==> config.mk <==
export PLATFORM = sky130hd
export DESIGN_NAME = regfile_write_arbiter_flat
export DESIGN_NICKNAME = d
export VERILOG_FILES = /design/src/rtl/regfile_write_arbiter_pkg.sv /design/src/rtl/regfile_write_arbiter_if.sv /design/src/rtl/regfile_write_arbiter_rr_age_arbiter.sv /design/src/rtl/regfile_write_arbiter.sv /design/src/flat_wrapper.sv
export SDC_FILE = /design/constraint.sdc
export NUM_CORES = 1
export LEC_CHECK = 0
export CAP_MARGIN = 20
export CORE_ASPECT_RATIO = 1.1
export CORE_MARGIN = 2
export CORE_UTILIZATION = 36
export CTS_BUF_LIST = sky130_fd_sc_hd__clkbuf_16
export DETAILED_ROUTE_END_ITERATION = 12
export GPL_ROUTABILITY_DRIVEN = 0
export PLACE_DENSITY = 0.65
export SETUP_SLACK_MARGIN = 0.4
export SLEW_MARGIN = 20
export SYNTH_ARGS = -nofsm -noshare
export SYNTH_HDL_FRONTEND = slang
export SYNTH_SLANG_ARGS = --single-unit
export TNS_END_PERCENT = 100
==> constraint.sdc <==
create_clock -name clk -period 6.14 [get_ports clk]
set_input_delay 1.228 -clock clk [delete_from_list [all_inputs] [get_ports clk]]
set_output_delay 1.228 -clock clk [all_outputs]
set_load 0.01 [all_outputs]
==> src/rtl/regfile_write_arbiter_pkg.sv <==
`default_nettype none
// ============================================================================
// Module  : regfile_write_arbiter_pkg
// Brief   : Shared constants, types and helpers for the writeback arbiter.
// Revision: 1.0
// ============================================================================
package regfile_write_arbiter_pkg;

  localparam int         NUM_CH  = 3;
  localparam logic [1:0] CH_ALU  = 2'd0;
  localparam logic [1:0] CH_BASE = 2'd1;
  localparam logic [1:0] CH_LOAD = 2'd2;
  localparam logic [3:0] REG_PC  = 4'd15;

  typedef struct packed {
    logic [3:0]  addr;
    logic [31:0] data;
  } wb_req_t;

  function automatic logic [1:0] next_ch(input logic [1:0] ch);
    return (ch == CH_LOAD) ? CH_ALU : ch + 2'd1;
  endfunction

endpackage
`default_nettype wire

==> src/rtl/regfile_write_arbiter_if.sv <==
`default_nettype none
// ============================================================================
// Module  : regfile_write_arbiter_if
// Brief   : Writeback request, claim and register-file write bundle.
// Revision: 1.0
// ============================================================================
interface regfile_write_arbiter_if #(
  parameter int DATA_W   = 32,
  parameter int NUM_REGS = 16
);
  localparam int AW = $clog2(NUM_REGS);

  logic [2:0]             req_valid;
  logic [2:0][AW-1:0]     req_addr;
  logic [2:0][DATA_W-1:0] req_data;
  logic [2:0]             req_ready;
  logic                   claim_valid;
  logic [AW-1:0]          claim_reg;
  logic                   w_en;
  logic [AW-1:0]          w_addr;
  logic [DATA_W-1:0]      w_data;
  logic [NUM_REGS-1:0]    pending;
  logic                   pc_redirect;
  logic                   busy;

  modport master (
    output req_valid, req_addr, req_data, claim_valid, claim_reg,
    input  req_ready, w_en, w_addr, w_data, pending, pc_redirect, busy
  );

  modport slave (
    input  req_valid, req_addr, req_data, claim_valid, claim_reg,
    output req_ready, w_en, w_addr, w_data, pending, pc_redirect, busy
  );
endinterface
`default_nettype wire

==> src/rtl/regfile_write_arbiter_rr_age_arbiter.sv <==
`default_nettype none
// ============================================================================
// Module  : rr_age_arbiter
// Brief   : 3-way round-robin over an eligibility mask, one-hot grant.
// Revision: 1.0
// ============================================================================
module rr_age_arbiter
  import regfile_write_arbiter_pkg::*;
(
  input  logic              clk,
  input  logic              rst_n,
  input  logic [NUM_CH-1:0] eligible,
  output logic [NUM_CH-1:0] grant
);

  logic [1:0] r_ptr;
  logic [1:0] w_idx;
  logic       w_found;

  // Walk from the pointer; w_idx is left on the granted channel.
  always_comb begin
    grant   = '0;
    w_idx   = r_ptr;
    w_found = 1'b0;
    for (int k = 0; k < NUM_CH; k++) begin
      if (!w_found) begin
        if (eligible[w_idx]) begin
          grant[w_idx] = 1'b1;
          w_found      = 1'b1;
        end else begin
          w_idx = next_ch(w_idx);
        end
      end
    end
  end

  always_ff @(posedge clk or negedge rst_n) begin
    if (!rst_n) begin
      r_ptr <= CH_ALU;
    end else if (w_found) begin
      r_ptr <= next_ch(w_idx);
    end
  end

endmodule
`default_nettype wire

==> src/rtl/regfile_write_arbiter.sv <==
`default_nettype none
// ============================================================================
// Module  : regfile_write_arbiter
// Brief   : Shares the register-file write port among ALU, base and load.
// Revision: 1.0
// ============================================================================
module regfile_write_arbiter
  import regfile_write_arbiter_pkg::*;
#(
  parameter int DATA_W   = 32,
  parameter int NUM_REGS = 16,
  parameter int PC_REG   = 15
) (
  input  logic                   clk,
  input  logic                   rst_n,
  regfile_write_arbiter_if.slave bus
);

  localparam int            AW   = $clog2(NUM_REGS);
  localparam logic [AW-1:0] C_PC = AW'(PC_REG);

  logic [NUM_CH-1:0]             r_occ;
  logic [NUM_CH-1:0][AW-1:0]     r_addr;
  logic [NUM_CH-1:0][DATA_W-1:0] r_data;
  logic [NUM_CH-1:0][1:0]        r_age;

  logic [NUM_CH-1:0] w_elig;
  logic [NUM_CH-1:0] w_grant;
  logic [NUM_CH-1:0] w_accept;
  logic [AW-1:0]     w_gaddr;
  logic [DATA_W-1:0] w_gdata;

  logic                r_w_en;
  logic [AW-1:0]       r_w_addr;
  logic [DATA_W-1:0]   r_w_data;
  logic                r_pc_redirect;
  logic [NUM_REGS-1:0] r_pending;
  logic [NUM_REGS-1:0] w_set;
  logic [NUM_REGS-1:0] w_clr;

  // A slot is blocked by any same-address slot that is older, or equally old
  // on a higher channel (load beats base beats ALU).
  always_comb begin
    for (int i = 0; i < NUM_CH; i++) begin
      w_elig[i] = r_occ[i];
      for (int j = 0; j < NUM_CH; j++) begin
        if (j != i && r_occ[j] && r_addr[j] == r_addr[i] &&
            (r_age[j] > r_age[i] || (r_age[j] == r_age[i] && j > i))) begin
          w_elig[i] = 1'b0;
        end
      end
    end
  end

  rr_age_arbiter u_arb (
    .clk      (clk),
    .rst_n    (rst_n),
    .eligible (w_elig),
    .grant    (w_grant)
  );

  always_comb begin
    w_gaddr = '0;
    w_gdata = '0;
    for (int i = 0; i < NUM_CH; i++) begin
      if (w_grant[i]) begin
        w_gaddr = r_addr[i];
        w_gdata = r_data[i];
      end
    end
  end

  assign bus.req_ready = ~r_occ | w_grant;
  assign w_accept      = bus.req_valid & bus.req_ready;

  for (genvar i = 0; i < NUM_CH; i++) begin : g_slot
    always_ff @(posedge clk or negedge rst_n) begin
      if (!rst_n) begin
        r_occ[i]  <= 1'b0;
        r_addr[i] <= '0;
        r_data[i] <= '0;
        r_age[i]  <= 2'd0;
      end else if (w_accept[i]) begin
        r_occ[i]  <= 1'b1;
        r_addr[i] <= bus.req_addr[i];
        r_data[i] <= bus.req_data[i];
        r_age[i]  <= 2'd0;
      end else if (w_grant[i]) begin
        r_occ[i]  <= 1'b0;
      end else if (r_occ[i] && r_age[i] != 2'd3) begin
        r_age[i]  <= r_age[i] + 2'd1;
      end
    end
  end

  // A claim landing on the same edge as the clearing write is younger, so it wins.
  assign w_set = bus.claim_valid ? (NUM_REGS'(1) << bus.claim_reg) : '0;
  assign w_clr = r_w_en          ? (NUM_REGS'(1) << r_w_addr)      : '0;

  always_ff @(posedge clk or negedge rst_n) begin
    if (!rst_n) begin
      r_w_en        <= 1'b0;
      r_w_addr      <= '0;
      r_w_data      <= '0;
      r_pc_redirect <= 1'b0;
      r_pending     <= '0;
    end else begin
      r_w_en        <= |w_grant;
      r_pc_redirect <= (|w_grant) && (w_gaddr == C_PC);
      if (|w_grant) begin
        r_w_addr <= w_gaddr;
        r_w_data <= w_gdata;
      end
      r_pending <= (r_pending & ~w_clr) | w_set;
    end
  end

  assign bus.w_en        = r_w_en;
  assign bus.w_addr      = r_w_addr;
  assign bus.w_data      = r_w_data;
  assign bus.pc_redirect = r_pc_redirect;
  assign bus.pending     = r_pending;
  assign bus.busy        = |r_occ;

endmodule
`default_nettype wire
==> src/flat_wrapper.sv <==
// flat-port wrapper written by rule: the top's interface ports become plain ports
module regfile_write_arbiter_flat import regfile_write_arbiter_pkg::*;
#(
  parameter int DATA_W   = 32,
  parameter int NUM_REGS = 16,
  parameter int PC_REG   = 15
)
  (clk, rst_n, bus_req_valid, bus_req_addr, bus_req_data, bus_claim_valid, bus_claim_reg, bus_req_ready, bus_w_en, bus_w_addr, bus_w_data, bus_pending, bus_pc_redirect, bus_busy);
  regfile_write_arbiter_if #(.DATA_W(DATA_W), .NUM_REGS(NUM_REGS)) bus_i ();
  input  logic clk;
  input  logic rst_n;
  input wire logic [$bits(bus_i.req_valid)-1:0] bus_req_valid;
  input wire logic [$bits(bus_i.req_addr)-1:0] bus_req_addr;
  input wire logic [$bits(bus_i.req_data)-1:0] bus_req_data;
  input wire logic [$bits(bus_i.claim_valid)-1:0] bus_claim_valid;
  input wire logic [$bits(bus_i.claim_reg)-1:0] bus_claim_reg;
  output wire logic [$bits(bus_i.req_ready)-1:0] bus_req_ready;
  output wire logic [$bits(bus_i.w_en)-1:0] bus_w_en;
  output wire logic [$bits(bus_i.w_addr)-1:0] bus_w_addr;
  output wire logic [$bits(bus_i.w_data)-1:0] bus_w_data;
  output wire logic [$bits(bus_i.pending)-1:0] bus_pending;
  output wire logic [$bits(bus_i.pc_redirect)-1:0] bus_pc_redirect;
  output wire logic [$bits(bus_i.busy)-1:0] bus_busy;
  assign bus_i.req_valid = bus_req_valid;
  assign bus_i.req_addr = bus_req_addr;
  assign bus_i.req_data = bus_req_data;
  assign bus_i.claim_valid = bus_claim_valid;
  assign bus_i.claim_reg = bus_claim_reg;
  assign bus_req_ready = bus_i.req_ready;
  assign bus_w_en = bus_i.w_en;
  assign bus_w_addr = bus_i.w_addr;
  assign bus_w_data = bus_i.w_data;
  assign bus_pending = bus_i.pending;
  assign bus_pc_redirect = bus_i.pc_redirect;
  assign bus_busy = bus_i.busy;
  regfile_write_arbiter #(.DATA_W(DATA_W), .NUM_REGS(NUM_REGS), .PC_REG(PC_REG)) u_core (.clk(clk), .rst_n(rst_n), .bus(bus_i));
endmodule
# [After elaboration in Yosys (flattened, before gate mapping)]
# Index checks and enable logic that the tools add are counted.
[op_classes] n_addsub=7 n_mul=0 div=0 magnitude_cmp=12 n_eq_ne=20 shifts=2 muxes=60 n_bitwise=8 reduce_logical=33
[op_table] operator="32-bit 2-to-1 mux" count=3
[op_table] operator="2-bit 2-to-1 mux" count=18
[op_table] operator="16-bit 2-to-1 mux" count=2
[op_table] operator="1-bit by 4-bit << shifter with 16-bit output (first input constant)" count=2
[op_table] operator="4-bit == test" count=6
[op_table] operator="1-bit 2-to-1 mux" count=23
[op_table] operator="1-bit logical AND" count=19
[op_table] operator="16-bit AND" count=1
[op_table] operator="16-bit NOT" count=1
[op_table] operator="16-bit OR" count=1
[op_table] operator="3-bit 2-to-1 mux" count=5
[op_table] operator="2-bit by 1-bit adder with 2-bit output (second input constant)" count=7
[op_table] operator="2-bit greater-than comparator" count=6
[op_table] operator="4-bit 2-to-1 mux" count=3
[op_table] operator="2-bit != test (second input constant)" count=6
[op_table] operator="2-bit nonzero test" count=6
[op_table] operator="2-bit by 3-bit < comparator with 1-bit output (second input constant)" count=3
[op_table] operator="3-bit OR" count=3
[op_table] operator="2-bit == test (second input constant)" count=4
[op_table] operator="1-bit binary-select mux with 2-bit select" count=3
[op_table] operator="1-bit demux with 2-bit select" count=3
[op_table] operator="2-bit == test" count=3
[op_table] operator="2-bit by 1-bit >= comparator with 1-bit output (second input constant)" count=3
[op_table] operator="2-bit AND reduction" count=3
[op_table] operator="other kinds (5)" count=8
[word_totals] register_bits=173 latch_bits=0 mem_bits_rw=0 romBits=0 in_bits=118 output_inout_bits=58 word_cells=160 memories=0

# [Longest topological paths before layout]
# Gate-level depths: netlist of the first run.
[logic_depth] ltp_word=24 mapped_depth=13 ltp_nobuf=11

# [By module]
# Synthesis of the first run repeated with hierarchy kept, for this count alone.
[hier_totals] hier_cells=561 area_unflattened_um2=7339.5
[by_module_without_submodules] module="regfile_write_arbiter" n_inst=1 cells_per_inst=544 area_per_inst_um2=7200.7 seq_area_each_um2=4279.1
[by_module_without_submodules] module="rr_age_arbiter" n_inst=1 cells_per_inst=17 area_per_inst_um2=138.9 seq_area_each_um2=50.0

# [Worst setup path before layout of the first run]
# OpenSTA, ideal clock, no wires.
[synth_timing] kind="register to output" from="register u_core.r_age[5] (netlist bit)" to="output port bus_req_ready[2]" arrival_ns=1.987 t_required_ns=4.912 path_slack_ns=2.925 path_stages_with_launch=11 n_path_buf=1 path_cell_list="dfrtp_1 > inv_1 > ha_1 > nor2b_1 > o21a_1 > o31a_1 > and3_1 > buf_2 > nor3_4 > nor2_1 > inv_2"
[synth_via] elab_chain_len=19 word_cells_on_any_way=49 cone_classes="1 x add/sub; 8 x order compare; 3 x eq/ne; 26 x mux; 3 x bitwise; 8 x reduce/logical"
[synth_rtl] item="from (decl)" line="regfile_write_arbiter.sv:25" rtl="logic [NUM_CH-1:0][1:0] r_age;"
[synth_rtl] item="from (signal, indexed assignment)" line="regfile_write_arbiter.sv:91" rtl="r_age[i] <= r_age[i] + 2'd1;"
[synth_rtl] item="2-bit greater-than comparator or 2-bit == test (tied branches)" line="regfile_write_arbiter.sv:48" rtl="(r_age[j] > r_age[i] || (r_age[j] == r_age[i] && j > i))) begin"
[synth_rtl] item="1-bit logical AND or 1-bit logical OR (tied branches)" line="regfile_write_arbiter.sv:47, regfile_write_arbiter.sv:48"
[synth_rtl] item="1-bit 2-to-1 mux or 1-bit logical AND (tied branches)" line="regfile_write_arbiter.sv:47" rtl="if (j != i && r_occ[j] && r_addr[j] == r_addr[i] &&"
[synth_rtl] item="1-bit 2-to-1 mux" line="regfile_write_arbiter.sv:47"
[synth_rtl] item="1-bit binary-select mux with 2-bit select" line="regfile_write_arbiter_rr_age_arbiter.sv:27" rtl="if (eligible[w_idx]) begin"
[synth_rtl] item="1-bit 2-to-1 mux (not written as such)" line="regfile_write_arbiter_rr_age_arbiter.sv:27"
[synth_rtl] item="2-bit 2-to-1 mux" line="regfile_write_arbiter_rr_age_arbiter.sv:27"
[synth_rtl] item="2-bit by 1-bit adder with 2-bit output, or another cell as far along" line="regfile_write_arbiter_pkg.sv:21" rtl="return (ch == CH_LOAD) ? CH_ALU : ch + 2'd1;"
[synth_rtl] item="[... 3 more ...]"
[synth_rtl] item="2-bit by 3-bit < comparator with 1-bit output (not written as such) or 2-bit by 1-bit >= comparator with 1-bit output (tied branches)" line="regfile_write_arbiter_rr_age_arbiter.sv:28" rtl="grant[w_idx] = 1'b1;"
[synth_rtl] item="1-bit logical AND (not written as such)" line="regfile_write_arbiter_rr_age_arbiter.sv:28"
[synth_rtl] item="1-bit 2-to-1 mux (not written as such)" line="regfile_write_arbiter_rr_age_arbiter.sv:28"
[synth_rtl] item="1-bit demux with 2-bit select" line="regfile_write_arbiter_rr_age_arbiter.sv:28"
[synth_rtl] item="3-bit OR (no line)"
[synth_rtl] item="3-bit 2-to-1 mux" line="regfile_write_arbiter_rr_age_arbiter.sv:27"
[synth_rtl] item="3-bit 2-to-1 mux (*)" line="regfile_write_arbiter_rr_age_arbiter.sv:26" rtl="if (!w_found) begin"
[synth_rtl] item="3-bit OR (*)" line="regfile_write_arbiter.sv:73" rtl="assign bus.req_ready = ~r_occ | w_grant;"
[synth_rtl] item="to (decl)" line="flat_wrapper.sv:17" rtl="output wire logic [$bits(bus_i.req_ready)-1:0] bus_req_ready;"
# Mark *: on every way between the ends. The rest lies on a longest branch, timed or not. The select of a mux whose other input is x is not followed.

# [Final worst setup path of the first run]
[layout_timing] from="register u_core.r_age[5] (netlist bit)" to="output port bus_req_ready[0]"
# Same word-level chain as after synthesis.

==> key figures, run 1 <==
Logic synthesis
  • Post-Syn Instances: 614
  • EDFF count, synth: 0
  • Sequential area share after synthesis: 57.0%
  • Seq cells post-synth: between 150 and 200
  • Syn nets: 741
  • Syn Area/Cell: 12.4 µm²
  • FFs w/ async S/R, synth: 100%
  • Count of different cell masters after synthesis: 53
  • Synth Cell Area: 7590 µm²
  • Top_reg_cell synth: dfrtp_1
  • Synth warn: 0

Route
  • Detail Route Antenna Nets: 0
  • Vias: 5472
  • Iteration-0 DRC Markers: 357
  • Total wire length: roughly 19000 µm
  • Drc violations: 0
  • DR WL/cell: 18.3 µm
  • DRT Pass-1 Iters: 5
  • Via density: 5.21

Final layout
  • Leading cell type in the layout, fill and taps excluded: clkdlybuf4s50_1
  • Synth-to-layout area growth: 32.7%
  • Final net count: 909
  • Most frequent cells in the layout: clkdlybuf4s50_1 (174), dfrtp_1 (173), mux2_1 (77)
  • Antenna Cells: 0
  • Share of cells above drive strength 1: 10.7%
  • Non-Filler Instances: between 1000 and 1500
  • Util after Layout: 48.8%

CTS
  • Postcts setup bufs: 0
  • Total CTS buffers: 17
  • H-Tree Depth: 4
  • Deepest clock path buffer count: 2
  • Clk slew on worst S/H paths: about 0.070 ns
  • Worst-Skew Late Latency: 0.43 ns
  • Post-cts gate resize count: 0
  • Cts hold-fix bufs: 0
  • CTS sink cnt: roughly 170
  • TritonCTS clock tree: yes
  • Root Buffer: clkbuf_16

Power
  • NetSw: around 2.4 mW
  • Worst vdd ir: between 0.3 and 0.4 mV
  • P_int: 3.71 mW
  • Sequential Power Share: 34.9%
  • Sw Ratio: roughly two fifths
  • Leak: 4.15 nW
  • Power Dens Cells: a little over 600 nW/µm²
  • Tot Pwr: 6.11 mW
  • Comb pwr share: 48.6%
  • Clock network fraction of total power: between 10% and 20%

Floorplanning
  • Num rows: 55
  • Core area: 20600 µm²
  • Die ar.: around 22000 µm²
  • Die Span Y: 156 µm
  • Starting Density: between 30% and 40%
  • Die X: 142 µm
  • Top Ports: between 150 and 200

Timing
  • RSZ-0062 raised after global routing: no
  • Final hold viol count: 0
  • Final min period: 4.37 ns
  • Fin crit share: between 70% and 80%
  • Slew @ Worst Pin: between 0.8 and 0.9 ns
  • Rel. slew slack: 42.5%
  • Setup TNS: 0 ns
  • Final setup violation count: 0
  • Clk_skew: roughly 0.015 ns
  • Fmax achieved: 0.229 GHz
  • Slew Limit Fails: 0

Worst setup path
  • Reg2Reg Setup Slack: 2.27 ns
  • Critical path fanouts, max: 13
  • Critical Path AT: 3.14 ns
  • Reg-to-reg endpoint: u_core.r_data[22]$_DFFE_PN0P_
  • Startpoint Class: register
  • Required @ worst endpoint: 4.91 ns
  • Setup CP Type: reg -> out
  • Endpoint type of the worst setup path: output pin
  • R2R Path Start: u_core.r_age[5]$_DFFE_PN0P_
  • Path depth of the worst reg2reg path: 10

Placement
  • Hpwl dp: 13200 µm
  • I/O Buffers: 175
  • Cell count after placement: 1019

Global route
  • Largest net degree at the start of global routing: 66
  • Tot GR Track Use: around 18%
  • Initial antenna violation count: 0
  • Overflow after GRT: 0
  • First-pass GRT wire length: 30500 µm
  • Vias in the first global route: 5647

Min path
  • WHS Path Cells: 2
  • Hold path start: u_core.bus.w_data[15]$_DFFE_PN0P_
  • Min-delay worst type: reg -> reg
  • WHS Endpoint: u_core.bus.w_data[15]$_DFFE_PN0P_

Outcome
  • Outcome: complete, no violations

Flow run
  • Max Cap Viol: 0
==> metal layers <==
layer	up-vias	global-route usage, %	wire [µm]
li1	2557	-	-
met1	2736	23.0	8590
met2	152	28.6	9230
met3	27	5.17	971
met4	0	5.89	477
met5	-	0	0
==> worst max-delay path by stage <==
stage / from / endpoint / slack, ns / cells past startpoint
after floorplan: u_core.r_age[5]$_DFFE_PN0P_ / bus_req_ready[2] / 2.92 / 10
after global placement: u_core.r_age[5]$_DFFE_PN0P_ / u_core.r_data[14]$_DFFE_PN0P_ / 2.25 / 10
after detailed placement: u_core.r_age[5]$_DFFE_PN0P_ / u_core.r_data[22]$_DFFE_PN0P_ / 2.23 / 10
after CTS: u_core.r_age[5]$_DFFE_PN0P_ / bus_req_ready[0] / 1.76 / 9
after global routing: u_core.r_age[5]$_DFFE_PN0P_ / bus_req_ready[1] / 1.54 / 9
final: u_core.r_age[5]$_DFFE_PN0P_ / bus_req_ready[0] / 1.77 / 9
==> power by group through the flow <==
stage / sequential, mW / combinational, mW / clock (mW)
finish: 2.13 / 2.97 / 1.01
global route: 2.21 / 3.30 / 1.08
CTS: 2.13 / 3.02 / 1.03
detailed placement: 2.15 / 3.01 / 0
global placement: 2.14 / 2.95 / 0
floorplan: 2.13 / 1.99 / 0
==> through the flow <==
stage               instance area, µm²  hold WS (ns)  worst slack [ns]
finish                           10100         0.486              1.77
global route                     10100         0.511              1.54
CTS                              10100         0.488              1.76
detailed placement                9530         0.472              2.23
global placement                  9530         0.463              2.25
floorplan                         7590         0.464              2.92
==> registers in the layout, summed over array words and instances, names as in the netlist, 2 cells and up <==
name and count:
u_core.r_data 96, u_core.bus.w_data 32, u_core.bus.pending 16, u_core.r_addr 12, u_core.r_age 6, u_core.bus.w_addr 4
u_core.r_occ 3, u_core.u_arb.r_ptr 2
==> synth_stat cells, drive strengths merged (3+ instances only) <==
| cell | instances | area [µm²] |
|---|---|---|
| dfrtp | 173 | 4330 |
| mux2 | 108 | 1220 |
| o21ai | 69 | 368 |
| nand2 | 40 | 158 |
| nor2 | 36 | 135 |
| a221oi | 32 | 280 |
| inv | 21 | 78.8 |
| buf | 19 | 140 |
| clkbuf | 13 | 48.8 |
| nand4 | 10 | 62.6 |
| ha | 9 | 113 |
| xnor2 | 8 | 70.1 |
| nand2b | 7 | 43.8 |
| nor4 | 7 | 58.8 |
| a21o | 6 | 45.0 |
| a31oi | 6 | 37.5 |
| nand3b | 5 | 37.5 |
| and3 | 4 | 25.0 |
| nand3 | 4 | 20.0 |
| xor2 | 4 | 35.0 |
| mux2i | 3 | 30.0 |
==> cell families (layout without fill, tap and decap cells) <==
family / after synthesis / after routing / share of synthesized area, %
muxes: 111 / 111 / 16.4
AOI/OAI and AO/OA: 131 / 131 / 11.8
xor gates and xnor gates: 12 / 12 / 1.38
adders and majority gates: 9 / 9 / 1.48
DFF: 173 / 173 / 57.0
buffers and inverters: 53 / 233 / 3.53
and+or+nand+nor: 125 / 125 / 8.44
==> area by class of cell <==
class                   count  area [µm²]
well taps                 256         320
fillers                  1860       10600
repair buffers            181        1800
clock buffers              17         425
multi-input cells         388        3010
flip-flops and latches    173        4330
inverters                  21        78.8
clock inverters            14         113
==> worst max-delay path, cell delays in order (launching register included) <==
cell and delay [ns]:
dfrtp_1 0.39, inv_1 0.06, ha_1 0.28, nor2b_1 0.14, o21ai_0 0.14, o31a_1 0.20, nand4b_1 0.44, a31oi_1 0.44
inv_1 0.12, clkdlybuf4s50_1 0.50
Power figures use the tool's default switching activity.
==> run 2: changes to the inputs <==
==> constraint.sdc (replaced) <==
create_clock -name clk -period 4.21 [get_ports clk]
set_input_delay 0.842 -clock clk [delete_from_list [all_inputs] [get_ports clk]]
set_output_delay 0.842 -clock clk [all_outputs]
set_load 0.01 [all_outputs]
==> run 2 against run 1 <==
Effect of this change: non-clock buffer count increased by 8; clock skew fell by 0.0058 ns; register-to-register slack got worse by 1.1 ns; power up 49%; routed wire length grew 1.5%.
==> key figures, run 2 (synthesized netlist as in run 1, its figures left out) <==
Final layout
  • Share of cells above drive strength 1: 11.7% (+1.0 points)
  • Antenna Cells: 0 (unchanged)
  • Finished Cell Area: 10200 µm² (+1.3%)
  • Final net count: 917 (+0.88%)
  • Most frequent cells in the layout: clkdlybuf4s50_1 (173), dfrtp_1 (173), mux2_1 (77)
  • Synth-to-layout area growth: 34.4%
  • Largest register FFs: 96 (unchanged)
  • Largest Register: u_core.r_data
  • Fillers: 1892 (+1.7%)

Timing
  • Final hold slack: 0.422 ns (-0.0642 ns)
  • Final hold viol count: 0 (unchanged)
  • Slew @ Worst Pin: 0.824 ns (-0.0380 ns)
  • Fin crit share: 88.6%
  • RSZ-0062 raised after global routing: yes
  • Setup TNS: 0 ns (unchanged)
  • Final min period: 3.73 ns
  • Fmax achieved: 0.268 GHz
  • Slew Limit Fails: 0 (unchanged)
  • Clk_skew: 0.00917 ns (-0.00577 ns)
  • Rel. slew slack: 45.0% (+2.5 points)
  • Final setup violation count: 0 (unchanged)

CTS
  • CTS sink cnt: 173 (unchanged)
  • Clk slew on worst S/H paths: 0.07 ns (about the same)
  • Cts hold-fix bufs: 0 (unchanged)
  • H-Tree Depth: 4 (unchanged)
  • Deepest clock path buffer count: 2 (unchanged)
  • Worst-Skew Late Latency: 0.42 ns (about the same)
  • TritonCTS clock tree: yes
  • Root Buffer: clkbuf_16
  • Total CTS buffers: 17 (unchanged)

Route
  • Vias: 5523 (+0.93%)
  • Via density: 5.22 (about the same)
  • DR WL/cell: 18.5 µm (+0.60%)
  • Drc violations: 0 (unchanged)
  • Total wire length: 19500 µm (+1.5%)
  • Detail Route Antenna Nets: 0 (unchanged)
  • DRT Pass-1 Iters: 4 (-1)
  • Iteration-0 DRC Markers: 355 (-0.56%)

Worst setup path
  • Endpoint type of the worst setup path: output pin
  • Reg-to-reg endpoint: u_core.bus.pc_redirect$_DFF_PN0_
  • Startpoint Class: register
  • Reg2Reg Setup Slack: 1.16 ns (-1.11 ns)
  • Required @ worst endpoint: 3.37 ns (-1.54 ns)
  • Critical path fanouts, max: 8 (-5)
  • Worst setup path endpoint: bus_req_ready[0]
  • R2R Path Start: u_core.r_age[1]$_DFFE_PN0P_
  • Crit. Startpoint: u_core.r_age[1]$_DFFE_PN0P_
  • Setup CP Type: reg -> out
  • Path depth of the worst reg2reg path: 8 (-2)
  • Critical Path AT: 2.89 ns (-0.25 ns)

Floorplanning
  • Die ar.: 22300 µm² (unchanged)
  • Num rows: 55 (unchanged)
  • Top Ports: 176 (unchanged)
  • Die Span Y: 156 µm (unchanged)
  • Die X: 142 µm (unchanged)
  • Starting Density: 36.8% (unchanged)
  • Core area: 20600 µm² (unchanged)

Power
  • Worst vdd ir: 0.418 mV (+11%)
  • Leak: 4.23 nW (+1.9%)
  • Sw Ratio: 38.5% (-0.73 points)
  • Tot Pwr: 9.11 mW (+49%)
  • Power Dens Cells: 892 nW/µm² (+47%)
  • NetSw: 3.51 mW (+46%)
  • P_int: 5.61 mW (+51%)
  • Comb pwr share: 48.7% (about the same)
  • Sequential Power Share: 34.2% (-0.7 points)
  • Clock network fraction of total power: 17.0% (+0.5 points)

Outcome
  • Outcome: complete, no violations

Global route
  • Overflow after GRT: 0 (unchanged)
  • Largest net degree at the start of global routing: 79 (+20%)
  • First-pass GRT wire length: 31000 µm (+1.4%)
  • Vias in the first global route: 5579 (-1.2%)
  • Initial antenna violation count: 0 (unchanged)
  • Tot GR Track Use: 18.1% (+0.30 points)

Flow run
  • Max Cap Viol: 0 (unchanged)

Placement
  • I/O Buffers: 175 (unchanged)
  • Post-DP Area: 9580 µm² (+0.45%)
  • Hpwl dp: 13300 µm (+0.33%)

Min path
  • Min-delay worst type: in -> async
-- run 2: changes by cell type in the layout (fill, tap and decap cells not counted), sizes merged --
cell           delta
clkinvlp          -1
clkdlybuf4s50     -1
inv               +1
clkinv            -1
buf               +8
bufinv            +2
dlymetal6s2s      +1
-- run 2: repair_timing --
action	in CTS	in global routing
endpoints found under the setup margin	3	3
gates resized for setup	5	2
setup buffers	4	0
pin swaps	2	1
-- run 2: worst min path at each step --
| stage | endpoint | cells after the start |
|---|---|---|
| detailed placement | u_core.bus.w_data[28]$_DFFE_PN0P_ | 2 |
| global placement | u_core.bus.w_data[31]$_DFFE_PN0P_ | 2 |
| finish | u_core.r_age[2]$_DFFE_PN0P_ | 1 |
| global route | u_core.r_age[2]$_DFFE_PN0P_ | 1 |
| floorplan | u_core.r_data[35]$_DFFE_PN0P_ | 1 |
| CTS | u_core.r_age[2]$_DFFE_PN0P_ | 1 |
-- run 2: final cells by class --
type	instances	area, µm²	share of cell area, %
flip-flops and latches	173	4330	42.4
repair buffers	189	1870	18.3
inverters	21	78.8	0.772
clock inverters	15	146	1.43
clock buffers	17	425	4.17
multi-input cells	388	3040	29.8
well taps	256	320	3.14
-- run 2: power groups by stage --
stage	clock network, mW	registers (mW)	logic, mW
after floorplan	0	3.11	2.91
after global placement	0	3.13	4.36
after detailed placement	0	3.14	4.46
after CTS	1.59	3.12	4.53
after global routing	1.66	3.23	4.95
final	1.55	3.12	4.44
-- run 2: through the flow --
step / std cells / util [%] / setup slack (ns)
4_1_cts: 1059 / 49.4 / 0.409
2_1_floorplan: 614 / - / 1.38
3_5_place_dp: 1023 / 46.4 / 0.641
3_3_place_gp: 1023 / 46.4 / 0.703
6_report: 1059 / 49.5 / 0.480
5_1_grt: 1059 / 49.5 / 0.320
-- run 2: critical path: stages (launching register included) --
cell and delay, ns:
dfrtp_1 0.40, ha_1 0.31, nor2b_1 0.14, o21a_1 0.16, o31a_1 0.30, and2_1 0.27, a31oi_1 0.26, inv_1 0.12
clkdlybuf4s50_1 0.51
-- run 2: per-layer routing --
| layer | global-route usage, % | share of wire, % |
|---|---|---|
| met1 | 23.4 | 44 |
| met2 | 29.8 | 49 |
| met3 | 4.44 | 5.7 |
| met4 | 5.70 | 1.6 |
| met5 | 0 | 0 |
